`src/rtl/store_merge_if.sv`:
```
// store_merge_if -- bundle of the store request channel and the memory port
// of store_merge_unit.
//
// Parameters
//   DATA_W  memory word width in bits
//   ADDR_W  byte-address width in bits
//
// Signals
//   req_valid / req_ready      request handshake (transfer when both are 1)
//   req_addr, req_size         store byte address and size code (0..3 = 1,2,4,8 bytes)
//   req_data                   store data, right-aligned
//   mem_addr                   word-aligned memory address
//   mem_rd_en / mem_rdata      read strobe and read data (RD_LAT cycles later)
//   mem_wr_en / mem_wdata      write strobe and merged write word
//   done_valid / misalign_err  completion pulse and its reject qualifier
//
// Modports
//   slave   the merge unit's view
//   master  the requester/memory side's view
interface store_merge_if #(
    parameter int DATA_W = 32,
    parameter int ADDR_W = 32
) ();
    logic              req_valid;
    logic              req_ready;
    logic [ADDR_W-1:0] req_addr;
    logic [1:0]        req_size;
    logic [DATA_W-1:0] req_data;

    logic [ADDR_W-1:0] mem_addr;
    logic              mem_rd_en;
    logic [DATA_W-1:0] mem_rdata;
    logic              mem_wr_en;
    logic [DATA_W-1:0] mem_wdata;

    logic              done_valid;
    logic              misalign_err;

    modport slave (
        input  req_valid, req_addr, req_size, req_data, mem_rdata,
        output req_ready, mem_addr, mem_rd_en, mem_wr_en, mem_wdata,
               done_valid, misalign_err
    );

    modport master (
        output req_valid, req_addr, req_size, req_data, mem_rdata,
        input  req_ready, mem_addr, mem_rd_en, mem_wr_en, mem_wdata,
               done_valid, misalign_err
    );
endinterface

```
`src/rtl/store_merge_unit.sv`:
```
// store_merge_unit -- turns byte/half/word/dword stores into whole-word memory
// writes. Sub-width stores do a read-modify-write of the containing word;
// full-width aligned stores are written directly; misaligned stores are
// rejected with a flagged completion pulse and no memory traffic.
//
// Parameters
//   DATA_W  memory word width, 32 or 64
//   ADDR_W  byte-address width
//   RD_LAT  cycles from mem_rd_en to valid mem_rdata, 1..4
//
// Ports
//   clk        sole clock, rising edge
//   rst_n      asynchronous active-low reset
//   bus        store_merge_if.slave: request channel, memory port, completion
//   dbg_state  current FSM state encoding (IDLE=0 READ=1 WAIT=2 WRITE=3 RESP=4)
module store_merge_unit #(
    parameter int DATA_W = 32,
    parameter int ADDR_W = 32,
    parameter int RD_LAT = 1
) (
    input  logic            clk,
    input  logic            rst_n,
    store_merge_if.slave    bus,
    output logic [2:0]      dbg_state
);
    localparam int NB = DATA_W / 8;     // bytes per memory word
    localparam int LB = $clog2(NB);     // lane-offset bits

    typedef enum logic [2:0] {
        IDLE  = 3'd0,
        READ  = 3'd1,
        WAIT  = 3'd2,
        WRITE = 3'd3,
        RESP  = 3'd4
    } state_t;

    state_t state, state_n;

    logic [2:0]        wait_cnt;
    logic [LB-1:0]     cap_off;
    logic [1:0]        cap_size;
    logic [DATA_W-1:0] cap_data;

    logic [ADDR_W-1:0] addr_q;
    logic              rd_en_q;
    logic              wr_en_q;
    logic [DATA_W-1:0] wdata_q;
    logic              done_q;
    logic              mis_q;

    logic              hs;
    logic [LB-1:0]     req_off;
    logic              req_mis;
    logic              req_full;

    logic [DATA_W-1:0] data_sh;
    logic [NB-1:0]     lane_en;
    logic [DATA_W-1:0] merged;

    // Handshake: a request transfers in any cycle where req_valid and
    // req_ready are both 1. req_ready is 1 exactly in IDLE and does not
    // depend on req_valid; the requester holds its fields stable while
    // req_valid is 1 and ready is 0. Everything after the transfer works
    // from captured copies, so request inputs may change freely afterwards.
    assign hs      = bus.req_valid && (state == IDLE);
    assign req_off = bus.req_addr[LB-1:0];

    // Alignment: offset must be a multiple of the store size; a dword
    // store cannot fit a 32-bit word at all.
    always_comb begin
        req_mis = 1'b0;
        unique case (bus.req_size)
            2'd0: req_mis = 1'b0;
            2'd1: req_mis = req_off[0];
            2'd2: req_mis = |req_off[1:0];
            2'd3: req_mis = (DATA_W == 32) ? 1'b1 : |req_off;
            default: req_mis = 1'b1;
        endcase
        req_full = !req_mis && (int'(bus.req_size) == LB);
    end

    // Byte-lane merge of the captured store into the word returned by memory.
    always_comb begin
        data_sh = cap_data << {cap_off, 3'b000};
        lane_en = '0;
        merged  = '0;
        for (int i = 0; i < NB; i++) begin
            lane_en[i] = (i >= int'(cap_off)) &&
                         (i < int'(cap_off) + (1 << cap_size));
            merged[i*8 +: 8] = lane_en[i] ? data_sh[i*8 +: 8]
                                          : bus.mem_rdata[i*8 +: 8];
        end
    end

    always_comb begin
        state_n = state;
        unique case (state)
            IDLE: begin
                if (hs) begin
                    if (req_mis)       state_n = RESP;
                    else if (req_full) state_n = WRITE;
                    else               state_n = READ;
                end
            end
            READ:    state_n = WAIT;
            WAIT:    if (wait_cnt == 3'd0) state_n = WRITE;
            WRITE:   state_n = RESP;
            RESP:    state_n = IDLE;
            default: state_n = IDLE;
        endcase
    end

    always_ff @(posedge clk or negedge rst_n) begin
        if (!rst_n) state <= IDLE;
        else        state <= state_n;
    end

    // Strobes are registered from the next state so each one lines up with
    // the cycle its state is occupied, with no path from req_* to mem_*.
    always_ff @(posedge clk or negedge rst_n) begin
        if (!rst_n) begin
            wait_cnt <= 3'd0;
            cap_off  <= '0;
            cap_size <= 2'd0;
            cap_data <= '0;
            addr_q   <= '0;
            rd_en_q  <= 1'b0;
            wr_en_q  <= 1'b0;
            wdata_q  <= '0;
            done_q   <= 1'b0;
            mis_q    <= 1'b0;
        end else begin
            rd_en_q <= (state_n == READ);
            wr_en_q <= (state_n == WRITE);
            done_q  <= (state_n == RESP);
            mis_q   <= hs && req_mis;

            if (hs) begin
                cap_off  <= req_off;
                cap_size <= bus.req_size;
                cap_data <= bus.req_data;
                addr_q   <= {bus.req_addr[ADDR_W-1:LB], {LB{1'b0}}};
                if (req_full) wdata_q <= bus.req_data;
            end

            // Down-counter sized so WAIT spans RD_LAT cycles; read data is
            // only sampled on the last one.
            if (state == READ)
                wait_cnt <= 3'(RD_LAT - 1);
            else if (state == WAIT && wait_cnt != 3'd0)
                wait_cnt <= wait_cnt - 3'd1;

            if (state == WAIT && wait_cnt == 3'd0)
                wdata_q <= merged;
        end
    end

    assign bus.req_ready    = (state == IDLE);
    assign bus.mem_addr     = addr_q;
    assign bus.mem_rd_en    = rd_en_q;
    assign bus.mem_wr_en    = wr_en_q;
    assign bus.mem_wdata    = wdata_q;
    assign bus.done_valid   = done_q;
    assign bus.misalign_err = mis_q;
    assign dbg_state        = state;
endmodule

```
`src/flat_wrapper.sv`:
```
// flat-port wrapper written by rule: the top's interface ports become plain ports
module store_merge_unit_flat 
#(
    parameter int DATA_W = 32,
    parameter int ADDR_W = 32,
    parameter int RD_LAT = 1
)
  (clk, rst_n, dbg_state, bus_req_valid, bus_req_addr, bus_req_size, bus_req_data, bus_mem_rdata, bus_req_ready, bus_mem_addr, bus_mem_rd_en, bus_mem_wr_en, bus_mem_wdata, bus_done_valid, bus_misalign_err);
  store_merge_if #(.DATA_W(DATA_W), .ADDR_W(ADDR_W)) bus_i ();
  input  logic clk;
  input  logic rst_n;
  output logic [2:0] dbg_state;
  input wire logic [$bits(bus_i.req_valid)-1:0] bus_req_valid;
  input wire logic [$bits(bus_i.req_addr)-1:0] bus_req_addr;
  input wire logic [$bits(bus_i.req_size)-1:0] bus_req_size;
  input wire logic [$bits(bus_i.req_data)-1:0] bus_req_data;
  input wire logic [$bits(bus_i.mem_rdata)-1:0] bus_mem_rdata;
  output wire logic [$bits(bus_i.req_ready)-1:0] bus_req_ready;
  output wire logic [$bits(bus_i.mem_addr)-1:0] bus_mem_addr;
  output wire logic [$bits(bus_i.mem_rd_en)-1:0] bus_mem_rd_en;
  output wire logic [$bits(bus_i.mem_wr_en)-1:0] bus_mem_wr_en;
  output wire logic [$bits(bus_i.mem_wdata)-1:0] bus_mem_wdata;
  output wire logic [$bits(bus_i.done_valid)-1:0] bus_done_valid;
  output wire logic [$bits(bus_i.misalign_err)-1:0] bus_misalign_err;
  assign bus_i.req_valid = bus_req_valid;
  assign bus_i.req_addr = bus_req_addr;
  assign bus_i.req_size = bus_req_size;
  assign bus_i.req_data = bus_req_data;
  assign bus_i.mem_rdata = bus_mem_rdata;
  assign bus_req_ready = bus_i.req_ready;
  assign bus_mem_addr = bus_i.mem_addr;
  assign bus_mem_rd_en = bus_i.mem_rd_en;
  assign bus_mem_wr_en = bus_i.mem_wr_en;
  assign bus_mem_wdata = bus_i.mem_wdata;
  assign bus_done_valid = bus_i.done_valid;
  assign bus_misalign_err = bus_i.misalign_err;
  store_merge_unit #(.DATA_W(DATA_W), .ADDR_W(ADDR_W), .RD_LAT(RD_LAT)) u_core (.clk(clk), .rst_n(rst_n), .bus(bus_i), .dbg_state(dbg_state));
endmodule
```
`config.mk`:
```
export PLATFORM = sky130hd
export DESIGN_NAME = store_merge_unit_flat
export DESIGN_NICKNAME = d
export VERILOG_FILES = /design/src/rtl/store_merge_if.sv /design/src/rtl/store_merge_unit.sv /design/src/flat_wrapper.sv
export SDC_FILE = /design/constraint.sdc
export NUM_CORES = 1
export LEC_CHECK = 0
export ABC_AREA = 1
export CAP_MARGIN = 30
export CORE_MARGIN = 2
export CORE_UTILIZATION = 30
export CTS_BUF_LIST = sky130_fd_sc_hd__clkbuf_4 sky130_fd_sc_hd__clkbuf_8
export DETAILED_ROUTE_END_ITERATION = 16
export HOLD_SLACK_MARGIN = 0.05
export SYNTH_ARGS = -nofsm -noshare
export SYNTH_HDL_FRONTEND = slang
export SYNTH_SLANG_ARGS = --single-unit
```
`constraint.sdc`:
```
create_clock -name clk -period 4.5 [get_ports clk]
set_input_delay 0.675 -clock clk [delete_from_list [all_inputs] [get_ports clk]]
set_output_delay 0.675 -clock clk [all_outputs]
set_load 0.1 [all_outputs]
```
==> run_summary.xml <==
<?xml version="1.0" encoding="UTF-8"?>
<metrics>
  <group name="clocking">
    <metric name="insertion_delay" unit="ps">380</metric>
    <metric name="path_clk_slew" unit="ps">110</metric>
    <metric name="htreeDepth" unit="">3</metric>
    <metric name="postCtsSetupRepairBufs" unit="">0</metric>
    <metric name="number_of_sinks_on_the_clock_net" unit="">108</metric>
    <metric name="cts-buffers-inserted" unit="">9</metric>
    <metric name="cts_hold_buffers" unit="">0</metric>
    <metric name="cts.repair.resized" unit="">0</metric>
    <metric name="tritoncts_clock_tree" unit="">yes</metric>
    <metric name="clock_tree.buffer_depth" unit="">2</metric>
    <metric name="clock-root-buffer" unit="">clkbuf_8</metric>
  </group>
  <group name="setup_path">
    <metric name="worst-endpoint-arrival" unit="ps">2240</metric>
    <metric name="path_depth" unit="">4</metric>
    <metric name="timing.setup.critical_path_class" unit="">reg2out</metric>
    <metric name="worst_r2r_path_depth" unit="">10</metric>
    <metric name="timing.critical_path.max_delay_family" unit="">buffers and inverters</metric>
    <metric name="worst_path_max_delay_cell" unit="">clkdlybuf4s50_1</metric>
    <metric name="timing.rr.start" unit="">u_core.cap_off[0]$_DFFE_PN0N_</metric>
    <metric name="worst-r2r-setup-slack" unit="ps">1730</metric>
    <metric name="timing.critical_path.required" unit="ps">3830</metric>
    <metric name="path_cells" unit="">nor2_2 &gt; nand2_1 &gt; inv_2 &gt; clkdlybuf4s50_1</metric>
    <metric name="startpoint" unit="">u_core.dbg_state[2]$_DFF_PN0_</metric>
    <metric name="cp-start-kind" unit="">register</metric>
    <metric name="crit_end" unit="">bus_req_ready</metric>
    <metric name="critPathMaxFanout" unit="">5</metric>
    <metric name="worst-path-buf-inv" unit="">2</metric>
    <metric name="crit-reg2reg-capture" unit="">u_core.bus.mem_wdata[25]$_DFFE_PN0P_</metric>
    <metric name="timing.critical_path.slowest_cell_delay" unit="ps">1130</metric>
    <metric name="category_of_the_worst_setup_path_capture_point" unit="">primary output</metric>
  </group>
  <group name="detailed_routing">
    <metric name="postRouteAntennaNets" unit="">0</metric>
    <metric name="post_detailed_route_drc_marker_count" unit="">0</metric>
    <metric name="num_vias" unit="">4950</metric>
    <metric name="first_iter_violations" unit="">302</metric>
    <metric name="post_drt_via_cell_ratio" unit="">4.60</metric>
    <metric name="wire_per_inst" unit="um">15.1</metric>
    <metric name="first_pass_iters" unit="">5</metric>
    <metric name="wirelength" unit="um">16300</metric>
  </group>
  <group name="grt">
    <metric name="gr-usage-met2" unit="%">26.3</metric>
    <metric name="grt_use_met1" unit="%">23.4</metric>
    <metric name="grt.total_usage" unit="%">16.9</metric>
    <metric name="grt_start_max_net_pins" unit="">52</metric>
    <metric name="overflow" unit="">0</metric>
    <metric name="first_global_vias" unit="">4886</metric>
    <metric name="top_usage_layer" unit="">met2</metric>
    <metric name="antenna_found_initial" unit="">0</metric>
    <metric name="grt_pass1_wl" unit="um">26300</metric>
    <metric name="groute.layer.met3.usage" unit="%">4.32</metric>
  </group>
  <group name="final_layout">
    <metric name="synth_to_layout_area_growth" unit="%">37.9</metric>
    <metric name="n_antenna_cell" unit="">0</metric>
    <metric name="fillCellCount" unit="">1835</metric>
    <metric name="drive_above_1_share" unit="%">8.62</metric>
    <metric name="final_cell_mix" unit="">nand2_1 (229), clkdlybuf4s50_1 (169), dfrtp_1 (108), nand3_1 (67), nor2_1 (55)</metric>
    <metric name="layout.cell_area.non_filler" unit="um^2">7520</metric>
    <metric name="layout.nets" unit="">948</metric>
    <metric name="layout_commonest_cell" unit="">nand2_1</metric>
  </group>
  <group name="floorplan">
    <metric name="io_pins" unit="">173</metric>
    <metric name="chipWidth" unit="um">139</metric>
    <metric name="placement_rows" unit="">49</metric>
    <metric name="vertical_die_dimension" unit="um">139</metric>
    <metric name="initial_utilization" unit="%">30.5</metric>
    <metric name="core_region_area" unit="um^2">17900</metric>
    <metric name="die-area" unit="um^2">19300</metric>
  </group>
  <group name="timing">
    <metric name="finalHoldViolations" unit="">0</metric>
    <metric name="setup_viol_count_final" unit="">0</metric>
    <metric name="slew_limit_headroom" unit="%">33.1</metric>
    <metric name="fin_worst_skew" unit="ps">13.2</metric>
    <metric name="max_freq" unit="MHz">343</metric>
    <metric name="fin_hold_ws" unit="ps">230</metric>
    <metric name="timing.final.crit_share" unit="%">64.8</metric>
    <metric name="fin_setup_tns" unit="ps">0</metric>
    <metric name="finalWorstSetupSlack" unit="ps">1580</metric>
    <metric name="final-max-slew-violation-count" unit="">0</metric>
    <metric name="grt_setup_unrepaired" unit="">no</metric>
    <metric name="min_period" unit="ps">2920</metric>
    <metric name="tightest_slew" unit="ps">1000</metric>
  </group>
  <group name="placed_design">
    <metric name="port-buffer-count" unit="">170</metric>
    <metric name="pre_cts_slack" unit="ps">1630</metric>
    <metric name="dpl_cell_area" unit="um^2">7320</metric>
    <metric name="detailed_place_hpwl" unit="um">11900</metric>
    <metric name="gp_congestion" unit="">0.837</metric>
  </group>
  <group name="min_path">
    <metric name="worstHoldPathType" unit="">in2async</metric>
  </group>
  <group name="synthesis">
    <metric name="yosysSeqAreaShare" unit="%">49.6</metric>
    <metric name="yosysWarnings" unit="">0</metric>
    <metric name="synthCells" unit="">689</metric>
    <metric name="ys_seq_elements" unit="">108</metric>
    <metric name="syn_avg_cell_area" unit="um^2">7.92</metric>
    <metric name="synth.lib_cells_used.distinct" unit="">32</metric>
    <metric name="syn-cell-area" unit="um^2">5450</metric>
  </group>
  <group name="run_status">
    <metric name="run_status" unit="">finished clean</metric>
  </group>
  <group name="run">
    <metric name="cap_violations" unit="">0</metric>
  </group>
</metrics>
## final cells by class
cell class,instances,area [um^2],share of cell area (%)
flip-flops and latches,108,2700,35.9
clock inverters,7,75.1,0.999
clock buffers,9,124,1.65
inverters,52,195,2.60
well taps,229,287,3.81
multi-input cells,494,2360,31.4
repair buffers,177,1770,23.6
## metrics by stage
step                std cells  utilization, %
floorplan                 690               -
global placement         1059            40.7
detailed placement       1060            40.9
CTS                      1076            42.0
global route             1076            42.0
finish                   1076            42.0
## synth_stat cells (all sizes together)
| cell | instances | area [um^2] |
|---|---|---|
| or2 | 7 | 43.8 |
| o221ai | 2 | 17.5 |
| clkbuf | 9 | 33.8 |
| o22ai | 2 | 12.5 |
| nand3b | 1 | 7.51 |
| nand2 | 234 | 906 |
| inv | 51 | 191 |
| nor3 | 1 | 16.3 |
| ha | 4 | 50.1 |
| dfrtp | 108 | 2700 |
| o211ai | 7 | 52.6 |
| o311ai | 6 | 52.6 |
| conb | 1 | 3.75 |
| buf | 27 | 163 |
| fa | 1 | 20.0 |
| a21oi | 27 | 206 |
| nor2 | 67 | 295 |
| o21ai | 64 | 320 |
| clkinv | 1 | 3.75 |
| nand3 | 69 | 355 |
## per-layer routing
layer,wire [um],vias up
met2,7350,150
li1,-,2507
met1,7530,2277
met3,1140,16
met4,233,0
met5,0,-
## flip-flops by register name, indices dropped and copies added, names as in the netlist
signal and cells:
u_core.cap_off 2, u_core.bus.misalign_err 1, u_core.bus.mem_wr_en 1, u_core.cap_size 2, u_core.bus.mem_wdata 32, u_core.bus.mem_rd_en 1
u_core.bus.mem_addr 30, u_core.cap_data 32, u_core.bus.done_valid 1, u_core.wait_cnt 3, u_core.dbg_state 3
## logic make-up after synthesis
family | count (synthesis) | share of synthesized area, %
other cells | 1 | 0.0688
compound gates | 108 | 12.1
buf+inv | 88 | 7.18
fa+ha+maj | 5 | 1.28
flops | 108 | 49.6
simple gates | 379 | 29.8
## worst min-delay path by stage
stage | cells after the start | slack (ps) | to | start
2_1_floorplan | 0 | 380 | u_core.bus.done_valid$_DFF_PN0_ | rst_n
3_3_place_gp | 2 | 460 | u_core.bus.mem_addr[9]$_DFFE_PN0N_ | u_core.bus.mem_addr[9]$_DFFE_PN0N_
3_5_place_dp | 2 | 460 | u_core.bus.mem_addr[10]$_DFFE_PN0N_ | u_core.bus.mem_addr[10]$_DFFE_PN0N_
4_1_cts | 1 | 230 | u_core.bus.mem_wdata[24]$_DFFE_PN0P_ | rst_n
5_1_grt | 1 | 250 | u_core.bus.mem_wdata[24]$_DFFE_PN0P_ | rst_n
6_report | 1 | 230 | u_core.bus.mem_wdata[23]$_DFFE_PN0P_ | rst_n
Power is left out: the tool's default activity adds up to more than one toggle a clock period on the data nets, which glitch-free logic cannot reach.
